File: config.mk
export PLATFORM = sky130hd
export DESIGN_NAME = switch_debouncer
export DESIGN_NICKNAME = d
export VERILOG_FILES = /design/src/rtl/switch_debouncer.sv
export SDC_FILE = /design/constraint.sdc
export NUM_CORES = 1
export LEC_CHECK = 0
export CAP_MARGIN = 30
export CORE_MARGIN = 3
export CORE_UTILIZATION = 61
export DETAILED_ROUTE_END_ITERATION = 10
export PLACE_DENSITY = 0.78
export SLEW_MARGIN = 20
export SYNTH_ARGS = -nofsm -noshare
export SYNTH_HDL_FRONTEND = slang
export SYNTH_SLANG_ARGS = --single-unit
File: constraint.sdc
create_clock -name clk -period 2.5 [get_ports clk]
set_clock_uncertainty 0.2 [all_clocks]
set_input_delay 0.5 -clock clk [delete_from_list [all_inputs] [get_ports clk]]
set_output_delay 0.5 -clock clk [all_outputs]
set_load 0.005 [all_outputs]
File: src/rtl/switch_debouncer.sv
// -----------------------------------------------------------------------------
// switch_debouncer
//   Per-bit debouncer for slide switches. Each line is first brought into the
//   clock domain through a two-flop synchronizer. A private per-bit counter
//   then requires DB_CYCLES consecutive mismatching cycles before the new level
//   is accepted. Registered one-cycle edge pulses are produced per bit, plus a
//   single pulse whenever the gate-select field sw_db[4:2] changes.
//
// Parameters
//   WIDTH      number of switch lines (bits 1:0 gate operands, 4:2 gate select)
//   DB_CYCLES  consecutive stable cycles needed to accept a level (>= 2)
//
// Ports
//   clk         system clock, rising-edge active
//   rst_n       asynchronous active-low reset
//   sw_raw      raw bouncing switch levels (asynchronous)
//   sw_db       debounced, registered levels
//   sw_rise     one-cycle pulse per bit on an accepted 0->1 transition
//   sw_fall     one-cycle pulse per bit on an accepted 1->0 transition
//   sel_change  one-cycle pulse when sw_db[4:2] changes (0 when WIDTH < 5)
// -----------------------------------------------------------------------------
module switch_debouncer #(
  parameter int WIDTH     = 5,
  parameter int DB_CYCLES = 1000000
) (
  input  logic             clk,
  input  logic             rst_n,
  input  logic [WIDTH-1:0] sw_raw,
  output logic [WIDTH-1:0] sw_db,
  output logic [WIDTH-1:0] sw_rise,
  output logic [WIDTH-1:0] sw_fall,
  output logic             sel_change
);

  // Counter only has to reach DB_CYCLES-1, so clog2 bits suffice; keep >= 1 bit.
  localparam int CW = ($clog2(DB_CYCLES) < 1) ? 1 : $clog2(DB_CYCLES);
  localparam logic [CW-1:0] CNT_MAX = CW'(DB_CYCLES - 1);

  logic [WIDTH-1:0] sync1_q;
  logic [WIDTH-1:0] sync2_q;
  logic [WIDTH-1:0] sw_db_q;
  logic [WIDTH-1:0] sw_db_d;
  logic [WIDTH-1:0] rise_q;
  logic [WIDTH-1:0] rise_d;
  logic [WIDTH-1:0] fall_q;
  logic [WIDTH-1:0] fall_d;
  logic             sel_q;
  logic             sel_d;
  logic [CW-1:0]    cnt_q [WIDTH];
  logic [CW-1:0]    cnt_d [WIDTH];

  // Per-bit debounce decision: clear on agreement, count on mismatch,
  // accept and clear once the mismatch has lasted DB_CYCLES cycles.
  always_comb begin
    sw_db_d = sw_db_q;
    rise_d  = '0;
    fall_d  = '0;
    for (int i = 0; i < WIDTH; i++) begin
      cnt_d[i] = cnt_q[i];
      if (sync2_q[i] == sw_db_q[i]) begin
        cnt_d[i] = '0;
      end else if (cnt_q[i] == CNT_MAX) begin
        cnt_d[i]   = '0;
        sw_db_d[i] = sync2_q[i];
        // Pulses are registered alongside sw_db so they line up with the new level.
        rise_d[i]  = sync2_q[i];
        fall_d[i]  = ~sync2_q[i];
      end else begin
        cnt_d[i] = cnt_q[i] + CW'(1);
      end
    end
  end

  // Select-change pulse only exists when the select field is present.
  generate
    if (WIDTH >= 5) begin : g_sel
      assign sel_d = |(rise_d[4:2] | fall_d[4:2]);
    end else begin : g_no_sel
      assign sel_d = 1'b0;
    end
  endgenerate

  // All state: synchronizer, debounced level, counters and pulse registers.
  always_ff @(posedge clk or negedge rst_n) begin
    if (!rst_n) begin
      sync1_q <= '0;
      sync2_q <= '0;
      sw_db_q <= '0;
      rise_q  <= '0;
      fall_q  <= '0;
      sel_q   <= 1'b0;
      for (int i = 0; i < WIDTH; i++) begin
        cnt_q[i] <= '0;
      end
    end else begin
      sync1_q <= sw_raw;
      sync2_q <= sync1_q;
      sw_db_q <= sw_db_d;
      rise_q  <= rise_d;
      fall_q  <= fall_d;
      sel_q   <= sel_d;
      for (int i = 0; i < WIDTH; i++) begin
        cnt_q[i] <= cnt_d[i];
      end
    end
  end

  assign sw_db      = sw_db_q;
  assign sw_rise    = rise_q;
  assign sw_fall    = fall_q;
  assign sel_change = sel_q;

endmodule
==> results of run 1 <==
cell usage after synthesis (all sizes together):
cell,count
nand2,24
or4b,5
nand3b,1
and3,23
or3b,1
clkbuf,9
or4,24
nor4,5
nand4b,2
o21ai,21
nand4bb,1
dfrtp,126
xor2,35
xnor2,27
or2,4
inv,10
a211o,1
mux2,5
nor4b,3
a21oi,33
nor3b,12
nand3,45
nand2b,1
nor3,10
ha,5
or3,17
o31ai,17
nand4,20
and2,3
nor4bb,1
and4,8
buf,4
nor2,63
per-stage QoR:
stage | std cells | util | total power, mW | setup WS, ns | hold slack, ns
CTS | 750 | 0.753 | 5.07 | 0.101 | 0.154
global route | 750 | 0.753 | 5.19 | 0.0577 | 0.157
detailed placement | 717 | 0.679 | 2.27 | 0.117 | 0.141
floorplan | 566 | - | 2.18 | 0.192 | 0.00441
global placement | 717 | 0.679 | 2.27 | 0.159 | 0.136
finish | 750 | 0.753 | 5.03 | 0.0935 | 0.152
kinds of logic after synthesis:
| logic type | count (synthesis) | synth area share |
|---|---|---|
| and+or+nand+nor | 273 | 0.262 |
| buffers and inverters | 23 | 0.0180 |
| DFF | 126 | 0.534 |
| muxes | 5 | 0.0114 |
| adders and majority gates | 5 | 0.0106 |
| xor gates and xnor gates | 62 | 0.0920 |
| AOI/OAI and AO/OA | 72 | 0.0716 |
critical path, delay by kind of cell, from the launching register on:
family / cells / cell delay, ns
simple gates: 3 / 1.37
flops: 1 / 0.43
mux: 1 / 0.29
layout by cell type (no fill, tap or decap), types with 17 or more instances in the layout:
master	instances
xnor2_1	27
a21oi_1	33
nand3_1	45
xor2_1	35
nand4_1	20
and3_1	22
dfrtp_1	126
or3_1	17
clkdlybuf4s50_1	21
o21ai_0	17
or4_1	20
nor2_1	63
nand2_1	24
how the worst min path moves through the flow:
stage	startpoint	to	cells past startpoint	slack [ns]
floorplan	rst_n	cnt_q[0]	0	0.004
global placement	sync1_q[3]	sync2_q[3]	0	0.14
detailed placement	sync1_q[0]	sync2_q[0]	0	0.14
CTS	sync1_q[0]	sync2_q[0]	0	0.15
global route	sync1_q[0]	sync2_q[0]	0	0.16
finish	sync1_q[0]	sync2_q[0]	0	0.15
timing repair:
item | in CTS | in global routing
endpoints found under the hold margin | 32 | 0
hold buffers | 1 | 0
resized for setup | 0 | 1
endpoints found under the setup margin | 0 | 1
area by class of cell:
| type | count | area (um2) |
|---|---|---|
| clock inverter | 13 | 235 |
| inverter | 10 | 37.5 |
| multi-input combinational | 417 | 2650 |
| tap | 129 | 161 |
| sequential | 126 | 3150 |
| timing repair buffer | 36 | 350 |
| clock buffer | 19 | 442 |
| fill | 646 | 2300 |
layer usage:
layer	up-vias	global-route usage	wire length, um
met5	-	0	0
met4	0	0.0940	116
met3	11	0.0608	468
met2	81	0.378	5850
met1	2228	0.313	5370
li1	2152	-	-
state kept, by name, summed over array words and instances, names as in the netlist:
signal and cells:
sw_db 5, sw_fall 5, sel_change 1, sync1_q 5
sw_rise 5, sync2_q 5, cnt_q 100
power by group through the flow:
| stage | Combinational [mW] | Sequential, mW | Clock [mW] |
|---|---|---|---|
| floorplan | 0.0566 | 2.13 | 0 |
| finish | 0.136 | 2.10 | 2.79 |
| global route | 0.156 | 2.10 | 2.93 |
| CTS | 0.140 | 2.10 | 2.83 |
| global placement | 0.133 | 2.13 | 0 |
| detailed placement | 0.137 | 2.13 | 0 |
==> flow_metrics.tcl, run 1 <==
set metrics [dict create \
    status "finished, final reports clean" \
    grt_antenna_before_repair 0 \
    cts.htree.levels 4 \
    path_max_fanout 6 \
    cts.clk_slew.worst_paths_ns 0.06 \
    cts_setup_buffers 0 \
    vias_per_cell 5.96 \
    detail-route-antenna-nets 0 \
    syn_to_final_growth_pct 19.0 \
    max_slew_margin 0.689 \
    synth.net_count 578 \
    r2r-start "cnt_q[53]" \
    detail_route.first_pass.iterations 4 \
    cts-root-to-sink-buffers 2 \
    worst-r2r-setup-slack_ns 0.09 \
    syn_inst_count 566 \
    final_design_area_no_fill_mm2 0.00703 \
    port_buffers 22 \
    peakVddDrop_uv 512 \
    global_route_wire_length_before_repair_um 21100 \
    internal_power_summed_over_all_cells_mw 4.00 \
    cpMaxStageDelayCell "or4b_1" \
    finalCritPeriodShare 0.963 \
    synth.ff_latch_count 126 \
    crit-reg2reg-capture "sw_db[2]" \
    std_cell_rows 35 \
    power.combinational.fraction 0.027 \
    routability_driven_placement_congestion_ratio 0.886 \
    synth_top_area_cell "dfrtp_1" \
    maxCapViolations 0 \
    drtIter0Drc 211 \
    cts_inserted_buffers 17 \
    wl_cell_um 15.7 \
    power_frac_clock 0.555 \
    cp-startpoint "cnt_q[53]" \
    maxClockFrequency_mhz 416 \
    timing.critical_path.arrival_ns 2.62 \
    die_height_um 104 \
    post_synth_cell_types 43 \
    totalNegativeSetupSlack_ns 0 \
    hold_viol 0 \
    floorplan.initialDensity 0.633 \
    netSwitchingFraction 0.205 \
    ys.warnings.count 0 \
    place_area_mm2 0.00634 \
    setup.worst_path.end_class "flip-flop" \
    detailroute.via_count 4472 \
    route.detailed.drc 0 \
    sequential_cell_fraction_of_total_power 0.418 \
    final_layout_size_suffix_gt1_frac 0.103 \
    period_minus_slack_ns 2.41 \
    pwr_density_cell_mw_per_mm2 715 \
    synth-seq-area-share 0.534 \
    setup.worst_path.class "flip-flop to flip-flop" \
    rsz0062_at_grt "no" \
    timing.critical_path.required_ns 2.71 \
    crit_end "sw_db[2]" \
    grt-ovfl-total 0 \
    number_of_max_slew_violations_in_the_final_report 0 \
    slew_worst_pin_ns 0.466 \
    routed_wl_um 11800 \
    tritoncts "built" \
    dp_hpwl_um 7730 \
    global_route.usage.total 0.238 \
    cts_root_buf "clkbuf_8" \
    number_of_clock_sinks 126 \
    floorplan.die_area_mm2 0.0109 \
    netSwitchingPower_mw 1.03 \
    classification_of_the_worst_slack_hold_path "flip-flop to flip-flop" \
    avgSynthCellArea_um2 10.4 \
    synth.top_cell.area_share 0.534 \
    syn-cell-area_mm2 0.00590 \
    worst_skew_pair.late_latency_ns 0.53 \
    synth.top_cells.by_area "dfrtp_1 (53%), xor2_1 (5.2%), nor2_1 (4.0%), xnor2_1 (4.0%), nand3_1 (3.8%)" \
    diodes 0 \
    boundaryPins 23 \
    core_area_mm2 0.00933 \
    crit_chain "or4b_1 > or4_4 > or2_4 > mux2_4" \
    r2r.worst_path.cells 4 \
    cp-start-kind "flip-flop" \
    setup_viol_count_final 0 \
    grt_start_max_net_pins 57 \
    num-nets-final 620 \
    die_width_um 104 \
    leakagePower_nw 2.90 \
    first_global_vias 4632 \
    critPathMaxStageDelay_ns 0.56 \
]
Note: power is estimated with default switching activity, not from simulation.
==> inputs of run 2 (changes only) <==
--- a/config.mk
+++ b/config.mk
@@ -10,4 +10,6 @@
 export CORE_UTILIZATION = 61
+export CTS_CLUSTER_SIZE = 25
 export DETAILED_ROUTE_END_ITERATION = 10
 export PLACE_DENSITY = 0.78
+export RECOVER_POWER = 25
 export SLEW_MARGIN = 20
==> constraint.sdc (replaced) <==
create_clock -name clk -period 2.5 [get_ports clk]
set_clock_uncertainty 0.2 [all_clocks]
set_input_delay 0.75 -clock clk [delete_from_list [all_inputs] [get_ports clk]]
set_output_delay 0.75 -clock clk [all_outputs]
set_load 0.005 [all_outputs]
==> run 2 against run 1 <==
  * Clock-buffer cell count is 5 higher
  * Via count is 1.3% higher
  * Hold slack worse by 0.0046 ns
  * Sequential power hardly changed
  * Fmax is 1.3% lower
  * Global-route usage is 1.2 points lower
  * Clock power is 11% lower
  * Combinational power is 4% lower
  * First-iteration DRC count is 18% lower
  * Critical path depth is 3 lower
  * Highest routed layer unchanged
==> flow_metrics.tcl, run 2 (synthesis results as in run 1) <==
set metrics [dict create \
    status "finished, final reports clean" \
    dp_hpwl_um 7660 \
    classification_of_the_worst_slack_hold_path "flip-flop to flip-flop" \
    timing.critical_path.required_ns 1.55 \
    cts.clk_slew.worst_paths_ns 0.06 \
    first_global_vias 4421 \
    cpMaxStageDelayCell "clkdlybuf4s50_1" \
    number_of_max_slew_violations_in_the_final_report 0 \
    path_max_fanout 5 \
    r2r.worst_path.cells 4 \
    vias_per_cell 6.06 \
    detail_route.first_pass.iterations 5 \
    cts.htree.levels 4 \
    critPathMaxStageDelay_ns 0.54 \
    wl_cell_um 15.4 \
    setup.worst_path.end_class "primary output" \
    netSwitchingPower_uw 926 \
    routability_driven_placement_congestion_ratio 0.888 \
    num-nets-final 620 \
    worst_skew_pair.late_latency_ns 0.52 \
    die_height_um 104 \
    std_cell_rows 35 \
    cts_inserted_buffers 17 \
    cts-root-to-sink-buffers 2 \
    place_area_mm2 0.00635 \
    worstSetupPathDepth 1 \
    floorplan.initialDensity 0.633 \
    peakVddDrop_uv 467 \
    pwr_density_cell_mw_per_mm2 677 \
    route.detailed.drc 0 \
    maxCapViolations 0 \
    hold_viol 0 \
    leakagePower_nw 2.87 \
    maxClockFrequency_mhz 410 \
    grt_start_max_net_pins 35 \
    diodes 0 \
    setup_viol_count_final 0 \
    crit_chain "clkdlybuf4s50_1" \
    floorplan.die_area_mm2 0.0109 \
    detail-route-antenna-nets 0 \
    global_route_wire_length_before_repair_um 20200 \
    detailroute.via_count 4531 \
    worst-path-buf-inv 1 \
    slew_worst_pin_ns 0.898 \
    post-route-util 0.744 \
    rsz0062_at_grt "no" \
    top_library_cells_by_usage_in_the_layout_fill_and_taps_aside "dfrtp_1 (125), nor2_1 (63), nand3_1 (45)" \
    grt-ovfl-total 0 \
    tritoncts "built" \
    cp-start-kind "flip-flop" \
    number_of_clock_sinks 126 \
    final_layout_size_suffix_gt1_frac 0.0969 \
    largest_register_ff_count 100 \
    timing.critical_path.arrival_ns 1.49 \
    core_area_mm2 0.00933 \
    global_route.usage.total 0.226 \
    cts_root_buf "clkbuf_8" \
    final_design_area_no_fill_mm2 0.00694 \
    internal_power_summed_over_all_cells_mw 3.78 \
    drtIter0Drc 174 \
    setup.worst_path.class "flip-flop to primary output" \
    syn_to_final_growth_pct 17.6 \
    sequential_cell_fraction_of_total_power 0.447 \
    final_common_cell "dfrtp_1" \
    die_width_um 104 \
    report.power.total_mw 4.70 \
    grt_antenna_before_repair 0 \
    power_frac_clock 0.526 \
    registers.top_by_ff_count "cnt_q" \
    routed_wl_um 11500 \
    netSwitchingFraction 0.197 \
    port_buffers 22 \
    totalNegativeSetupSlack_ns 0 \
    crit_family "buffers and inverters" \
    worst_hold_path.num_cells 0 \
    power.combinational.fraction 0.028 \
    max_slew_margin 0.401 \
    boundaryPins 23 \
    finalCritPeriodShare 0.975 \
    period_minus_slack_ns 2.44 \
]
-- run 2: cell count changes in the layout (fill, tap and decap cells not counted), moves of 3 or more --
cell	change
clkdlybuf4s50_1	-5
dlygate4sd3_1	+5
clkbuf_8	+4
buf_4	-3
bufinv_16	-3
clkinv_4	-3
-- run 2: final cells by class --
class                      instances  area, um2
sequential                       126       3150
multi-input combinational        417       2640
fill                             644       2380
clock buffer                      24        500
timing repair buffer              36        342
tap                              129        161
clock inverter                     6        105
inverter                          10       37.5
-- run 2: path summary, 6_finish.rpt --
kind	from	end	slack, ns
setup / recovery	sw_db[0]	sw_db[0]	0.06
hold / removal	sync1_q[3]	sync2_q[3]	0.15
setup reg to reg	cnt_q[48]	sw_db[2]	0.08
hold reg to reg	sync1_q[3]	sync2_q[3]	0.15
max in group asynchronous	rst_n	cnt_q[63]	0.40
min in group asynchronous	rst_n	cnt_q[25]	0.70
-- run 2: per-layer routing --
| metal | wire length (um) | global-route usage | vias up |
|---|---|---|---|
| li1 | - | - | 2146 |
| met1 | 5230 | 0.303 | 2267 |
| met2 | 5610 | 0.352 | 100 |
| met3 | 487 | 0.0571 | 18 |
| met4 | 187 | 0.0931 | 0 |
| met5 | 0 | 0 | - |
-- run 2: power by group through the flow --
stage	Clock (mW)	Combinational, mW	Sequential [mW]
2_1_floorplan	0	0.0566	2.13
3_3_place_gp	0	0.134	2.13
3_5_place_dp	0	0.138	2.13
4_1_cts	2.52	0.139	2.10
5_1_grt	2.61	0.149	2.10
6_report	2.47	0.130	2.10
-- run 2: timing repair --
item,CTS,global route
hold buffers,1,0
endpoints found under the hold margin,29,0
gates resized for setup,0,1
endpoints found under the setup margin,0,1
buffers inserted,0,0
-- run 2: metrics by stage --
step	std cells	setup slack (ns)	hold slack [ns]
final	748	0.0613	0.148
after global routing	748	0.0139	0.153
after CTS	748	0.0229	0.149
after detailed placement	717	0.0856	0.136
after global placement	717	0.160	0.136
after floorplan	566	0.192	0.131
